==> config.mk <==
export PLATFORM = sky130hd
export DESIGN_NAME = br_predict_unit
export DESIGN_NICKNAME = d
export VERILOG_FILES = /design/src/rtl/br_pkg.sv /design/src/rtl/br_bht.sv /design/src/rtl/br_predict_unit.sv
export SDC_FILE = /design/constraint.sdc
export NUM_CORES = 1
export LEC_CHECK = 0
export BUFFER_PORTS_ARGS = -buffer_cell sky130_fd_sc_hd__buf_2
export CAP_MARGIN = 20
export CORE_UTILIZATION = 58
export CTS_BUF_LIST = sky130_fd_sc_hd__clkbuf_4 sky130_fd_sc_hd__clkbuf_8 sky130_fd_sc_hd__clkbuf_16
export CTS_CLUSTER_DIAMETER = 100
export DETAILED_ROUTE_END_ITERATION = 7
export PLACE_DENSITY = 0.82
export SETUP_SLACK_MARGIN = 0.4
export SLEW_MARGIN = 25
export SYNTH_ARGS = -nofsm -noshare
export SYNTH_HDL_FRONTEND = slang
export SYNTH_HIERARCHICAL = 1
export SYNTH_SLANG_ARGS = --single-unit
export TNS_END_PERCENT = 1
==> constraint.sdc <==
create_clock -name clk_i -period 5.35 [get_ports clk_i]
set_input_delay 0.8025 -clock clk_i [delete_from_list [all_inputs] [get_ports clk_i]]
set_output_delay 0.8025 -clock clk_i [all_outputs]
set_load 0.05 [all_outputs]
==> src/rtl/br_pkg.sv <==
// Shared definitions for the branch resolution unit: opcodes, BHT counter
// encodings, FSM states and the saturating counter update helper.
package br_pkg;

    localparam logic [2:0] BR_EQ   = 3'd0;
    localparam logic [2:0] BR_NE   = 3'd1;
    localparam logic [2:0] BR_LT   = 3'd2;
    localparam logic [2:0] BR_GE   = 3'd3;
    localparam logic [2:0] BR_LTU  = 3'd4;
    localparam logic [2:0] BR_GEU  = 3'd5;
    localparam logic [2:0] BR_JAL  = 3'd6;
    localparam logic [2:0] BR_JALR = 3'd7;

    localparam logic [1:0] CTR_SNT = 2'b00;
    localparam logic [1:0] CTR_WNT = 2'b01;
    localparam logic [1:0] CTR_WT  = 2'b10;
    localparam logic [1:0] CTR_ST  = 2'b11;

    typedef enum logic {
        RUN   = 1'b0,
        FLUSH = 1'b1
    } br_state_e;

    // Two-bit saturating counter step towards the resolved direction.
    function automatic logic [1:0] ctr_next(input logic [1:0] ctr, input logic taken);
        logic [1:0] res;
        if (taken) begin
            res = (ctr == CTR_ST) ? CTR_ST : ctr + 2'd1;
        end else begin
            res = (ctr == CTR_SNT) ? CTR_SNT : ctr - 2'd1;
        end
        return res;
    endfunction

endpackage

==> src/rtl/br_bht.sv <==
// Branch history table: array of 2-bit saturating counters with one
// combinational read port and one saturating write port.
import br_pkg::*;

module br_bht #(
    parameter int ENTRIES = 64,
    parameter int IDX_W   = $clog2(ENTRIES)
) (
    input  logic             clk_i,
    input  logic             rst_i,
    input  logic [IDX_W-1:0] rd_idx,
    output logic             rd_taken,
    input  logic             wr_en,
    input  logic [IDX_W-1:0] wr_idx,
    input  logic             wr_taken
);

    logic [1:0] ctr_r [ENTRIES];

    // Read returns the stored value; a same-edge write is not bypassed.
    assign rd_taken = ctr_r[rd_idx][1];

    // Counter array: reset to weakly not-taken, saturating update on write.
    always_ff @(posedge clk_i) begin
        if (rst_i) begin
            for (int i = 0; i < ENTRIES; i++) begin
                ctr_r[i] <= CTR_WNT;
            end
        end else if (wr_en) begin
            ctr_r[wr_idx] <= ctr_next(ctr_r[wr_idx], wr_taken);
        end else begin
            ctr_r[wr_idx] <= ctr_r[wr_idx];
        end
    end

endmodule

==> src/rtl/br_predict_unit.sv <==
// Branch resolution unit: resolves RISC-V branches and jumps, checks the
// carried prediction, trains the BHT and issues a registered redirect pulse.
import br_pkg::*;

module br_predict_unit #(
    parameter int DATA_WIDTH   = 32,
    parameter int BR_OP_WIDTH  = 3,
    parameter int BHT_ENTRIES  = 64,
    parameter int FLUSH_CYCLES = 2,
    parameter int CNT_WIDTH    = 16
) (
    input  logic                   clk_i,
    input  logic                   rst_i,
    input  logic [DATA_WIDTH-1:0]  fetch_pc_i,
    output logic                   predict_taken_o,
    input  logic                   valid_i,
    input  logic [BR_OP_WIDTH-1:0] br_op_i,
    input  logic [DATA_WIDTH-1:0]  rs1_i,
    input  logic [DATA_WIDTH-1:0]  rs2_i,
    input  logic [DATA_WIDTH-1:0]  pc_i,
    input  logic [DATA_WIDTH-1:0]  imm_i,
    input  logic                   pred_taken_i,
    output logic                   redirect_o,
    output logic [DATA_WIDTH-1:0]  redirect_pc_o,
    output logic                   taken_o,
    output logic [DATA_WIDTH-1:0]  link_o,
    output logic                   misalign_o,
    output logic                   flushing_o,
    output logic [CNT_WIDTH-1:0]   mispred_cnt_o
);

    localparam int IDX_W = $clog2(BHT_ENTRIES);
    localparam int FC_W  = (FLUSH_CYCLES > 1) ? $clog2(FLUSH_CYCLES + 1) : 1;
    localparam logic [FC_W-1:0] FLUSH_LOAD = FC_W'(FLUSH_CYCLES);
    localparam logic FLUSH_EN = (FLUSH_CYCLES > 0);

    br_state_e             state_r;
    br_state_e             state_s;
    logic [FC_W-1:0]       flush_cnt_r;
    logic [FC_W-1:0]       flush_cnt_s;

    logic                  accept_s;
    logic                  eq_s;
    logic                  lt_s;
    logic                  ltu_s;
    logic                  cond_s;
    logic                  jal_s;
    logic                  jalr_s;
    logic                  taken_s;
    logic [DATA_WIDTH-1:0] br_target_s;
    logic [DATA_WIDTH-1:0] jalr_sum_s;
    logic [DATA_WIDTH-1:0] target_s;
    logic [DATA_WIDTH-1:0] seq_pc_s;
    logic [DATA_WIDTH-1:0] redirect_pc_s;
    logic                  misalign_s;
    logic                  redirect_s;
    logic                  mispred_s;
    logic                  bht_we_s;

    logic                  redirect_r;
    logic [DATA_WIDTH-1:0] redirect_pc_r;
    logic                  taken_r;
    logic [DATA_WIDTH-1:0] link_r;
    logic                  misalign_r;
    logic                  flushing_r;
    logic [CNT_WIDTH-1:0]  mispred_cnt_r;

    assign accept_s    = valid_i && (state_r == RUN);
    assign eq_s        = (rs1_i == rs2_i);
    assign lt_s        = ($signed(rs1_i) < $signed(rs2_i));
    assign ltu_s       = (rs1_i < rs2_i);
    assign br_target_s = pc_i + imm_i;
    assign jalr_sum_s  = rs1_i + imm_i;
    assign seq_pc_s    = pc_i + DATA_WIDTH'(4);
    assign target_s    = jalr_s ? {jalr_sum_s[DATA_WIDTH-1:1], 1'b0} : br_target_s;

    // Opcode decode and direction; unknown encodings resolve as an inert not-taken.
    always_comb begin
        cond_s  = 1'b0;
        jal_s   = 1'b0;
        jalr_s  = 1'b0;
        taken_s = 1'b0;
        case (br_op_i)
            BR_OP_WIDTH'(BR_EQ):   begin cond_s = 1'b1; taken_s = eq_s;   end
            BR_OP_WIDTH'(BR_NE):   begin cond_s = 1'b1; taken_s = !eq_s;  end
            BR_OP_WIDTH'(BR_LT):   begin cond_s = 1'b1; taken_s = lt_s;   end
            BR_OP_WIDTH'(BR_GE):   begin cond_s = 1'b1; taken_s = !lt_s;  end
            BR_OP_WIDTH'(BR_LTU):  begin cond_s = 1'b1; taken_s = ltu_s;  end
            BR_OP_WIDTH'(BR_GEU):  begin cond_s = 1'b1; taken_s = !ltu_s; end
            BR_OP_WIDTH'(BR_JAL):  begin jal_s  = 1'b1; taken_s = 1'b1;   end
            BR_OP_WIDTH'(BR_JALR): begin jalr_s = 1'b1; taken_s = 1'b1;   end
            default:               begin taken_s = 1'b0;                  end
        endcase
    end

    // Redirect decision: a misaligned taken target suppresses everything else.
    always_comb begin
        misalign_s    = 1'b0;
        redirect_s    = 1'b0;
        mispred_s     = 1'b0;
        bht_we_s      = 1'b0;
        redirect_pc_s = taken_s ? target_s : seq_pc_s;
        if (accept_s) begin
            if (taken_s && target_s[1]) begin
                misalign_s = 1'b1;
            end else begin
                bht_we_s = cond_s;
                if (jalr_s) begin
                    redirect_s = 1'b1;
                end else if ((cond_s || jal_s) && (taken_s != pred_taken_i)) begin
                    redirect_s = 1'b1;
                    mispred_s  = 1'b1;
                end else begin
                    redirect_s = 1'b0;
                end
            end
        end else begin
            misalign_s = 1'b0;
        end
    end

    // Flush FSM next state: the window counter drops back to RUN once it reaches 1.
    always_comb begin
        state_s     = state_r;
        flush_cnt_s = flush_cnt_r;
        case (state_r)
            RUN: begin
                if (redirect_s && FLUSH_EN) begin
                    state_s     = FLUSH;
                    flush_cnt_s = FLUSH_LOAD;
                end else begin
                    state_s     = RUN;
                end
            end
            FLUSH: begin
                if (flush_cnt_r <= FC_W'(1)) begin
                    state_s     = RUN;
                    flush_cnt_s = {FC_W{1'b0}};
                end else begin
                    flush_cnt_s = flush_cnt_r - FC_W'(1);
                end
            end
            default: begin
                state_s     = RUN;
                flush_cnt_s = {FC_W{1'b0}};
            end
        endcase
    end

    // FSM state and window counter.
    always_ff @(posedge clk_i) begin
        if (rst_i) begin
            state_r     <= RUN;
            flush_cnt_r <= {FC_W{1'b0}};
        end else begin
            state_r     <= state_s;
            flush_cnt_r <= flush_cnt_s;
        end
    end

    // Output registers; taken/link hold the last accepted resolve.
    always_ff @(posedge clk_i) begin
        if (rst_i) begin
            redirect_r    <= 1'b0;
            redirect_pc_r <= {DATA_WIDTH{1'b0}};
            taken_r       <= 1'b0;
            link_r        <= {DATA_WIDTH{1'b0}};
            misalign_r    <= 1'b0;
            flushing_r    <= 1'b0;
            mispred_cnt_r <= {CNT_WIDTH{1'b0}};
        end else begin
            redirect_r <= redirect_s;
            misalign_r <= misalign_s;
            flushing_r <= (state_s == FLUSH);
            if (redirect_s) begin
                redirect_pc_r <= redirect_pc_s;
            end else begin
                redirect_pc_r <= redirect_pc_r;
            end
            if (accept_s) begin
                taken_r <= taken_s;
                link_r  <= seq_pc_s;
            end else begin
                taken_r <= taken_r;
                link_r  <= link_r;
            end
            if (mispred_s && (mispred_cnt_r != {CNT_WIDTH{1'b1}})) begin
                mispred_cnt_r <= mispred_cnt_r + CNT_WIDTH'(1);
            end else begin
                mispred_cnt_r <= mispred_cnt_r;
            end
        end
    end

    br_bht #(
        .ENTRIES (BHT_ENTRIES),
        .IDX_W   (IDX_W)
    ) u_bht (
        .clk_i    (clk_i),
        .rst_i    (rst_i),
        .rd_idx   (fetch_pc_i[IDX_W+1:2]),
        .rd_taken (predict_taken_o),
        .wr_en    (bht_we_s),
        .wr_idx   (pc_i[IDX_W+1:2]),
        .wr_taken (taken_s)
    );

    assign redirect_o    = redirect_r;
    assign redirect_pc_o = redirect_pc_r;
    assign taken_o       = taken_r;
    assign link_o        = link_r;
    assign misalign_o    = misalign_r;
    assign flushing_o    = flushing_r;
    assign mispred_cnt_o = mispred_cnt_r;

endmodule

==> flow_summary_export.csv, run 1 <==
group,metric,value,unit
outcome,status,"finished, final reports clean",
yosys,synth_area_leader_cell,"edfxtp_1",
power,totalPowerFinal,0.00488,W
critical_path,crit_buf_inv,2,
floorplanning,die_y,165,µm
power,power_leakage,7.14,nW
timing,slew_headroom,27.2,%
floorplanning,core,26100,µm²
hold_path,min_path_cells,2,
run,maxCapViolCount,0,
yosys,seq_area_frac_synth,36.2,%
critical_path,critPathMaxStageDelay,0.49,ns
cells_and_area,finish.instance_area,17500,µm²
route,drt-initial-drc-count,1516,
cts,clk_latency,0.54,ns
place,io_buffers,225,
grt,grt_max_degree,92,
grt,grt_use_total,35.1,%
yosys,syn_nets,1937,
cells_and_area,layout-drive-gt1-share,20.4,%
yosys,synth_ff_type,"edfxtp_1",
timing,setup_viol,0,
route,drc,0,
grt,grt_overflow_total,0,
yosys,synthDistinctLibCells,82,
timing,hold_viol_final,0,
cts,cts_root_buffer,"clkbuf_16",
critical_path,critPathTopFamily,"simple AND/OR/NAND/NOR gates",
yosys,synth_common_cells,"183 x nand2_1, 177 x nor2_1, 128 x edfxtp_1",
cells_and_area,fillerInstances,2052,
yosys,synth.top_cell.area_share,25.0,%
critical_path,critPathKind,"input pin to flip-flop",
timing,fmax,233,MHz
critical_path,crit_chain,"buf_2, ha_1, nand4_1, nor3_1, a31oi_1, o21ai_0, nand2_1, mux2_4, nor2_1, a211oi_1, nor2_1, or4_1, nand4_2, buf_12, nor3_1",
timing,rsz0062_at_grt,"false",
cells_and_area,nets,2117,
yosys,netlist_top_cells_area,"edfxtp_1 25%, dfxtp_1 11%, ha_1 7.7%, mux4_2 6.6%, nand2_1 4.5%",
timing,fin_setup_tns,0,ns
route,drt_wl_total,48000,µm
cts,tritoncts,"yes",
hold_path,hold_class,"flip-flop to flip-flop",
cts,numCtsBuffers,24,
place,dp_slack,0.545,ns
critical_path,worstPathArrival,4.65,ns
timing,slew_violations,0,
route,firstDrtPassIters,5,
timing,whs,0.449,ns
timing,fin_crit,4.29,ns
cts,cts_sinks,214,
critical_path,path_depth,15,
timing,fin_crit_sh,80.3,%
critical_path,startpoint_type,"input pin",
yosys,syn_avg_cell_area,9.20,µm²
timing,skew,0.0264,ns
yosys,ys_warn_count,6,
critical_path,required,5.70,ns
place,place_area,16700,µm²
timing,fin_ws,1.06,ns
floorplanning,fp.dieArea,27200,µm²
floorplanning,rows,59,
cts,path_clk_slew,0.07,ns
floorplanning,io_pins,252,
grt,antenna_found_initial,0,
route,wl_per_cell,21.8,µm
yosys,synthArstFlopShare,0,%
grt,grt_pass1_wl,73900,µm
route,viasPerCell,6.56,
yosys,synth_edf_count,128,
cts,post_cts_buffers,0,
timing,worst_pin_slew,1.09,ns
place,dp_hpwl,34700,µm
route,vias,14500,
cts,cts_hold_buf,0,
place,gp_congestion,0.953,
cts,clk_path_buf_depth,3,
yosys,synth_area,15400,µm²
critical_path,cp_max_fo,52,
grt,grt_pass1_vias,13900,
cells_and_area,area_growth,13.9,%
yosys,ys_ff_latch,214,
power,powerDensity,278,nW/µm²
yosys,synthCells,1673,
critical_path,crit_slowest_cell,"nor3_1",
cells_and_area,multi_input_area,9200,µm²
critical_path,rr_worst_depth,8,
route,drtAntennaViolNets,0,
critical_path,critPathCaptureType,"flip-flop",
cells_and_area,ff_latch_area,5570,µm²
floorplanning,start_util,59.1,%
floorplanning,dieWidth,165,µm
yosys,synth.most_common_cell,"nand2_1",
cts,cts_max_level,1,
cts,ctsResizeCount,0,
power,ir_worst_vdd,0.000238,V
==> path summary, 6_finish.rpt <==
check / from / end / slack, ns
max: rs1_i[31] / u_bht/ctr_r[23][1]$_SDFFCE_PN0P_ / 1.06
min: redirect_pc_o[5]$_SDFFE_PP0P_ / redirect_pc_o[5]$_SDFFE_PP0P_ / 0.45
max reg2reg: u_bht/ctr_r[60][1]$_SDFFCE_PN0P_ / u_bht/ctr_r[60][0]$_SDFFCE_PN1P_ / 2.04
min reg2reg: redirect_pc_o[5]$_SDFFE_PP0P_ / redirect_pc_o[5]$_SDFFE_PP0P_ / 0.45
==> cells in the final DEF (no fill, tap or decap), types with 7 or more instances in the layout <==
master and n:
and2_1 7, mux4_2 45, buf_2 224, dfxtp_1 86
o211ai_1 26, nor3_1 39, nand2_1 183, o21ai_1 11
xnor2_1 39, o21ai_0 52, o21a_1 11, clkbuf_4 7
a21o_1 25, nor2b_1 14, xor2_1 52, or2_2 10
a21oi_1 114, edfxtp_1 128, buf_4 25, nand3b_1 12
clkbuf_16 25, ha_1 95, nand3_1 48, and3_1 14
mux2i_1 13, nand2b_1 56, a221o_1 7, nor2_1 175
a211oi_1 52, and4_1 7, a31oi_1 12, nand4_1 25
o21bai_1 58, mux2_2 9, inv_1 50
==> worst register-to-register path, stage by stage, from the launching register on <==
cell       delay [ns]
edfxtp_1         0.39
mux4_2           0.50
a21oi_1          0.22
o21ai_1          0.14
a2111oi_4        0.55
o211ai_1         0.25
a211oi_4         0.30
buf_4            0.49
o211ai_1         0.18
==> metrics by stage <==
step / util, % / instances
2_1_floorplan: - / 1673
3_3_place_gp: 64.1 / 2162
3_5_place_dp: 64.2 / 2162
4_1_cts: 67.2 / 2206
5_1_grt: 67.2 / 2206
6_report: 67.2 / 2207
==> kinds of logic (layout without fill, tap and decap cells) <==
| logic type | count (synthesis) | in the layout | synth area share (%) |
|---|---|---|---|
| flops | 214 | 214 | 36.2 |
| xor+xnor | 91 | 91 | 5.18 |
| compound gates | 429 | 429 | 18.8 |
| simple gates | 623 | 623 | 19.1 |
| buf+inv | 148 | 346 | 4.35 |
| other cells | 0 | 1 | 0 |
| fa+ha+maj | 97 | 97 | 7.98 |
| mux | 71 | 71 | 8.41 |
==> state kept, by name, indices dropped and copies added (netlist names) <==
register and count:
u_bht/ctr_r 128, link_o 32, redirect_pc_o 32, mispred_cnt_o 16
flush_cnt_r 2, flushing_o 1, misalign_o 1, redirect_o 1
taken_o 1
==> report_power, final <==
group / total (W) / internal, W / switching [W]
clock: 0.00165 / 0.000951 / 0.000702
combinational: 0.00136 / 0.000458 / 0.000903
sequential: 0.00186 / 0.00181 / 0.0000464
total: 0.00488 / 0.00322 / 0.00165
==> layer usage <==
| layer | up-vias | GRT usage [%] | part of all wire (%) | wire length (µm) |
|---|---|---|---|---|
| met5 | - | 0 | 0 | 0 |
| met1 | 6929 | 45.3 | 39 | 18600 |
| li1 | 6548 | - | - | - |
| met2 | 869 | 58.5 | 48 | 23100 |
| met4 | 0 | 14.6 | 3.8 | 1830 |
| met3 | 141 | 5.65 | 9.4 | 4530 |
==> cell type report <==
cell class,instances,share of cell area (%)
Multi-Input combinational cell,1311,52.5
Tap cell,335,2.39
Sequential cell,214,31.8
Clock inverter,12,0.650
Timing Repair Buffer,251,7.70
Inverter,51,1.09
Antenna cell,1,0.0143
Clock buffer,32,3.87
No activity file was read; power rests on OpenSTA's default activity.
==> run 2, diff against run 1 <==
--- a/config.mk
+++ b/config.mk
@@ -7,11 +7,11 @@
 export LEC_CHECK = 0
 export BUFFER_PORTS_ARGS = -buffer_cell sky130_fd_sc_hd__buf_2
 export CAP_MARGIN = 20
-export CORE_UTILIZATION = 58
+export CORE_UTILIZATION = 52
 export CTS_BUF_LIST = sky130_fd_sc_hd__clkbuf_4 sky130_fd_sc_hd__clkbuf_8 sky130_fd_sc_hd__clkbuf_16
 export CTS_CLUSTER_DIAMETER = 100
 export DETAILED_ROUTE_END_ITERATION = 7
-export PLACE_DENSITY = 0.82
+export PLACE_DENSITY = 0.77
 export SETUP_SLACK_MARGIN = 0.4
 export SLEW_MARGIN = 25
 export SYNTH_ARGS = -nofsm -noshare
==> constraint.sdc (replaced) <==
create_clock -name clk_i -period 3.7 [get_ports clk_i]
set_input_delay 0.555 -clock clk_i [delete_from_list [all_inputs] [get_ports clk_i]]
set_output_delay 0.555 -clock clk_i [all_outputs]
set_load 0.05 [all_outputs]
==> run 2 against run 1 <==
Worst hold slack lost 0.083 ns. Highest routed layer is now met5. Clock-buffer cell count fell by 2. Sequential power up 45%. Clock skew down 0.0094 ns. Non-clock buffer count up 101.
==> flow_summary_export.csv, run 2 (synthesized netlist as in run 1, its figures left out) <==
group,metric,value,unit
floorplanning,start_util,53.2,%
route,wl_per_cell,21.3,µm
route,firstDrtPassIters,5,
cts,cts_hold_buf,0,
outcome,status,"finished, final reports clean",
power,totalPowerFinal,0.00718,W
place,gp_congestion,0.949,
cells_and_area,fillerInstances,2345,
critical_path,worstPathArrival,3.72,ns
timing,hold_viol_final,0,
cts,numCtsBuffers,24,
floorplanning,fp.dieArea,30300,µm²
timing,whs,0.367,ns
power,switching_share,33.6,%
timing,worst_pin_slew,0.933,ns
cells_and_area,layout_common_cells,"224 x buf_2, 183 x nand2_1, 175 x nor2_1, 128 x edfxtp_1, 114 x a21oi_1",
timing,fin_crit,3.45,ns
power,internal_power,0.00476,W
critical_path,r2r-start,"u_bht/ctr_r[27][1]$_SDFFCE_PN0P_",
cells_and_area,regMostFlops,"u_bht/ctr_r",
grt,grt_pass1_vias,14300,
critical_path,required,3.97,ns
cells_and_area,largest_register_ffs,128,
cells_and_area,nets,2218,
grt,grt_overflow_total,0,
timing,slew_headroom,37.6,%
critical_path,cp_max_fo,34,
power,power_frac_seq,37.4,%
route,drc,0,
cts,path_clk_slew,0.06,ns
cts,cts_sinks,214,
run,maxCapViolCount,0,
cells_and_area,mostFrequentLayoutCell,"buf_2",
floorplanning,dieWidth,174,µm
hold_path,hold_start,"pc_i[1]",
power,switchingPower,0.00242,W
critical_path,critPathKind,"input pin to flip-flop",
cells_and_area,area_growth,20.7,%
grt,grt_use_total,32.5,%
timing,slew_violations,0,
grt,grt_pass1_wl,77600,µm
route,vias,14600,
floorplanning,die_y,174,µm
cts,cts_max_level,1,
hold_path,hold_class,"input pin to flip-flop",
power,powerDensity,386,nW/µm²
route,drt_wl_total,50200,µm
power,p_clk_share,32.2,%
cts,clk_path_buf_depth,3,
critical_path,rr_worst_depth,9,
cells_and_area,layout-drive-gt1-share,24.7,%
timing,fmax,290,MHz
floorplanning,io_pins,252,
place,io_buffers,225,
power,power_frac_comb,30.4,%
place,dp_hpwl,37500,µm
critical_path,r2r_slack,0.65,ns
timing,fin_ws,0.250,ns
power,power_leakage,7.69,nW
hold_path,min_path_cells,3,
cts,clk_latency,0.54,ns
critical_path,r2r-end,"u_bht/ctr_r[31][0]$_SDFFCE_PN1P_",
route,drt-initial-drc-count,1692,
timing,fin_setup_tns,0,ns
route,viasPerCell,6.20,
route,drtAntennaViolNets,0,
grt,antenna_found_initial,1,
floorplanning,rows,62,
cts,tritoncts,"yes",
critical_path,startpoint_type,"input pin",
grt,grt_max_degree,66,
power,ir_worst_vdd,0.000466,V
critical_path,critPathCaptureType,"flip-flop",
timing,skew,0.0170,ns
cts,cts_root_buffer,"clkbuf_16",
timing,fin_crit_sh,93.2,%
timing,rsz0062_at_grt,"true",
timing,setup_viol,0,
floorplanning,core,28900,µm²
hold_path,holdPathEnd,"link_o[1]$_SDFFE_PP0P_",
place,dp_slack,-0.361,ns
[run 2: changes by cell type in the layout (fill, tap and decap cells not counted), moves of 2 or more]
| cell | delta |
|---|---|
| ha_4 | +5 |
| buf_6 | +3 |
| inv_6 | -2 |
| clkinv_2 | +3 |
| buf_12 | +9 |
| clkinv_1 | +3 |
| buf_4 | +85 |
| buf_16 | +2 |
| ha_1 | -5 |
| clkbuf_4 | -3 |
| clkinvlp_4 | -3 |
| clkbuf_8 | +2 |
[run 2: final cells by class]
cell class	count	area [µm²]	share of cell area (%)
Clock inverter	12	91.3	0.492
Multi-Input combinational cell	1311	9290	50.0
Sequential cell	214	5570	30.0
Clock buffer	30	658	3.54
Timing Repair Buffer	352	2300	12.4
Inverter	51	191	1.03
Antenna cell	1	2.50	0.0135
Tap cell	384	480	2.59
[run 2: power by group through the flow]
stage	clock network (W)	registers (W)	logic, W
floorplan	0	0.00295	0.00119
global placement	0	0.00273	0.00204
detailed placement	0	0.00273	0.00207
CTS	0.00233	0.00269	0.00213
global route	0.00243	0.00270	0.00233
finish	0.00231	0.00269	0.00218
[run 2: through the flow]
stage                     instances  util, %  cell area, µm²
after CTS                      2353     64.0           18500
after global placement         2306     61.0           17700
after detailed placement       2306     61.0           17700
final                          2355     64.2           18600
after global routing           2354     64.2           18600
after floorplan                1673        -           15500
[run 2: worst max path at each step]
stage	from	slack, ns	to	cells past startpoint
final	rs1_i[1]	0.25	u_bht/ctr_r[31][1]$_SDFFCE_PN0P_	16
after global routing	rs1_i[1]	0.14	u_bht/ctr_r[31][1]$_SDFFCE_PN0P_	16
after CTS	rs1_i[1]	0.32	u_bht/ctr_r[53][1]$_SDFFCE_PN0P_	16
after detailed placement	rs1_i[30]	-0.36	u_bht/ctr_r[62][0]$_SDFFCE_PN1P_	15
after global placement	rs2_i[31]	-0.36	u_bht/ctr_r[13][1]$_SDFFCE_PN0P_	16
after floorplan	rs2_i[5]	-0.03	u_bht/ctr_r[5][0]$_SDFFCE_PN1P_	17
[run 2: critical path, stage by stage]
cell,delay (ns)
buf_2,0.11
ha_1,0.29
nor2b_1,0.13
o211ai_1,0.33
a2111oi_2,0.14
buf_4,0.16
o31a_1,0.26
o221a_2,0.28
mux2_4,0.24
nor2_2,0.05
a211oi_2,0.19
nor2_1,0.10
or4_4,0.44
nand4_4,0.11
buf_12,0.21
nor3_1,0.08
[run 2: per-layer routing]
layer	vias to the layer above	GRT usage (%)	wire, µm
met4	2	14.1	2040
met3	136	4.79	4390
li1	6752	-	-
met1	6893	41.6	19800
met5	-	0	11
met2	810	54.8	24000
[run 2: what timing repair did]
| action | in CTS | in global routing |
|---|---|---|
| gates resized for setup | 11 | 4 |
| pin swaps | 3 | 3 |
| cloned | 2 | 1 |
| buffers inserted | 3 | 0 |
| setup endpoints to repair | 162 | 169 |
==> run 3, diff against run 2 <==
--- a/config.mk
+++ b/config.mk
@@ -5,7 +5,7 @@
 export SDC_FILE = /design/constraint.sdc
 export NUM_CORES = 1
 export LEC_CHECK = 0
-export BUFFER_PORTS_ARGS = -buffer_cell sky130_fd_sc_hd__buf_2
+export BUFFER_PORTS_ARGS = -buffer_cell sky130_fd_sc_hd__buf_4
 export CAP_MARGIN = 20
 export CORE_UTILIZATION = 52
 export CTS_BUF_LIST = sky130_fd_sc_hd__clkbuf_4 sky130_fd_sc_hd__clkbuf_8 sky130_fd_sc_hd__clkbuf_16
==> run 3 against run 2 <==
Clock power increased by 8%. Wire length increased by 1.2%. Maximum frequency decreased by 0.59%. Non-clock buffer count decreased by 4. Critical path type unchanged.
==> flow_summary_export.csv, run 3 (synthesized netlist as in run 1, its figures left out) <==
group,metric,value,unit
floorplanning,io_pins,252,
place,io_buffers,225,
critical_path,startpoint_type,"input pin",
hold_path,holdPathEnd,"link_o[1]$_SDFFE_PP0P_",
route,drt_wl_total,50800,µm
floorplanning,die_y,174,µm
route,vias,14600,
floorplanning,core,28900,µm²
critical_path,critPathMaxStageDelay,0.35,ns
place,dp_cells,2307,
critical_path,rr_worst_depth,10,
timing,fin_crit,3.47,ns
critical_path,worstPathArrival,3.81,ns
cts,cts_sinks,214,
cells_and_area,nets,2216,
route,drc,0,
cts,cts_root_buffer,"clkbuf_16",
hold_path,min_path_cells,3,
hold_path,hold_class,"input pin to flip-flop",
route,drt-initial-drc-count,1369,
grt,antenna_found_initial,1,
route,wl_per_cell,21.6,µm
place,dp_hpwl,38400,µm
timing,hold_viol_final,0,
grt,grt_overflow_total,0,
timing,rsz0062_at_grt,"true",
cts,numCtsBuffers,26,
cts,cts_max_level,1,
floorplanning,dieWidth,174,µm
timing,fmax,288,MHz
route,drtAntennaViolNets,0,
cells_and_area,final_core_util,66.2,%
timing,setup_viol,0,
cts,clk_latency,0.53,ns
timing,worst_pin_slew,0.836,ns
critical_path,critPathKind,"input pin to flip-flop",
timing,fin_ws,0.229,ns
power,power_leakage,7.83,nW
critical_path,crit_slowest_cell,"a221o_1",
hold_path,hold_start,"pc_i[1]",
power,ir_worst_vdd,0.000400,V
floorplanning,start_util,53.2,%
critical_path,crit_chain,"buf_4, ha_1, nand4_1, nor2_1, a221o_1, o31a_1, o221a_2, mux2_4, buf_4, inv_1, buf_4, nand3b_1, nand4_4, buf_12, nor3_1",
timing,slew_violations,0,
place,gp_congestion,0.953,
floorplanning,fp.dieArea,30300,µm²
cells_and_area,layout-drive-gt1-share,24.6,%
floorplanning,rows,62,
critical_path,crit_buf_inv,5,
grt,grt_use_total,33.2,%
cells_and_area,area_growth,24.5,%
critical_path,required,4.04,ns
route,firstDrtPassIters,5,
critical_path,r2r-end,"u_bht/ctr_r[17][0]$_SDFFCE_PN1P_",
place,dp_slack,-0.432,ns
power,powerDensity,389,nW/µm²
cells_and_area,regMostFlops,"u_bht/ctr_r",
timing,fin_crit_sh,93.8,%
cells_and_area,largest_register_ffs,128,
grt,grt_pass1_vias,14500,
grt,grt_pass1_wl,79400,µm
cells_and_area,layout_common_cells,"333 x buf_4, 183 x nand2_1, 175 x nor2_1, 128 x edfxtp_1, 114 x a21oi_1",
cts,tritoncts,"yes",
critical_path,critPathCaptureType,"flip-flop",
run,maxCapViolCount,0,
cells_and_area,mostFrequentLayoutCell,"buf_4",
cells_and_area,fin_cells,2356,
timing,slew_headroom,44.1,%
cts,clk_path_buf_depth,3,
cts,path_clk_slew,0.06,ns
timing,skew,0.0116,ns
critical_path,r2r-start,"u_bht/ctr_r[57][1]$_SDFFCE_PN0P_",
critical_path,cp_max_fo,15,
route,viasPerCell,6.22,
critical_path,r2r_slack,0.72,ns
critical_path,crit_top_cell,"buf_4",
outcome,status,"finished, final reports clean",
critical_path,critPathTopFamily,"simple AND/OR/NAND/NOR gates",
grt,grt_max_degree,80,
==> run 3: changes by cell type in the layout (fill, tap and decap cells not counted), sizes merged <==
cell,change
buf,-3
bufinv,+1
clkbuf,+3
==> run 3: area by class of cell <==
type | instances | area [µm²]
fill | 2291 | 9780
multi-input combinational | 1311 | 9290
sequential | 214 | 5570
timing repair buffer | 348 | 2800
clock buffer | 34 | 711
tap | 384 | 480
inverter | 51 | 191
clock inverter | 13 | 118
antenna | 1 | 2.50
==> run 3: power breakdown <==
part / switching (W) / internal (W)
Clock: 0.00100 / 0.00149
Combinational: 0.00137 / 0.000906
Sequential: 0.0000650 / 0.00263
==> run 3: worst reg2reg max path: stages (launching register included) <==
cell and delay [ns]:
edfxtp_1 0.43, mux4_2 0.50, a21oi_1 0.17, o21ai_1 0.12, a2111oi_4 0.37, buf_4 0.20
o211ai_1 0.15, a211oi_4 0.33, buf_4 0.26, buf_4 0.16, o21bai_1 0.06
==> run 3: worst max-delay path by stage <==
| stage | start | endpoint | slack (ns) | cells after the start |
|---|---|---|---|---|
| 3_3_place_gp | rs2_i[31] | u_bht/ctr_r[13][0]$_SDFFCE_PN1P_ | -0.37 | 16 |
| 6_report | rs1_i[11] | u_bht/ctr_r[12][1]$_SDFFCE_PN0P_ | 0.23 | 15 |
| 2_1_floorplan | rs2_i[5] | u_bht/ctr_r[5][0]$_SDFFCE_PN1P_ | -0.03 | 17 |
| 5_1_grt | rs2_i[1] | u_bht/ctr_r[23][1]$_SDFFCE_PN0P_ | 0.15 | 17 |
| 3_5_place_dp | rs2_i[31] | u_bht/ctr_r[13][0]$_SDFFCE_PN1P_ | -0.43 | 16 |
| 4_1_cts | rs1_i[1] | u_bht/ctr_r[47][1]$_SDFFCE_PN0P_ | 0.32 | 16 |
==> run 3: what timing repair did <==
item                                   CTS  global route
setup buffers                            0             0
endpoints found under the hold margin    0             0
cloned                                   1             0
pin swaps                                2             2
setup endpoints to repair              179           178
gates resized for setup                  7             2
hold buffers                             0             0
==> run 3: per-stage QoR <==
stage / total power (W) / TNS, ns / area (µm²) / hold slack (ns)
after floorplan: 0.00414 / -1.28 / 15500 / 0.452
after global placement: 0.00491 / -48.59 / 18300 / 0.444
after detailed placement: 0.00494 / -62.48 / 18300 / 0.447
after CTS: 0.00744 / 0 / 19100 / 0.349
after global routing: 0.00774 / 0 / 19200 / 0.357
final: 0.00745 / 0 / 19200 / 0.361
==> run 3: per-layer routing <==
layer | global-route usage, % | up-vias | wire (µm)
li1 | - | 6759 | -
met1 | 42.6 | 7004 | 20200
met2 | 55.7 | 746 | 24300
met3 | 5.16 | 134 | 4110
met4 | 14.1 | 0 | 2190
met5 | 0 | - | 0
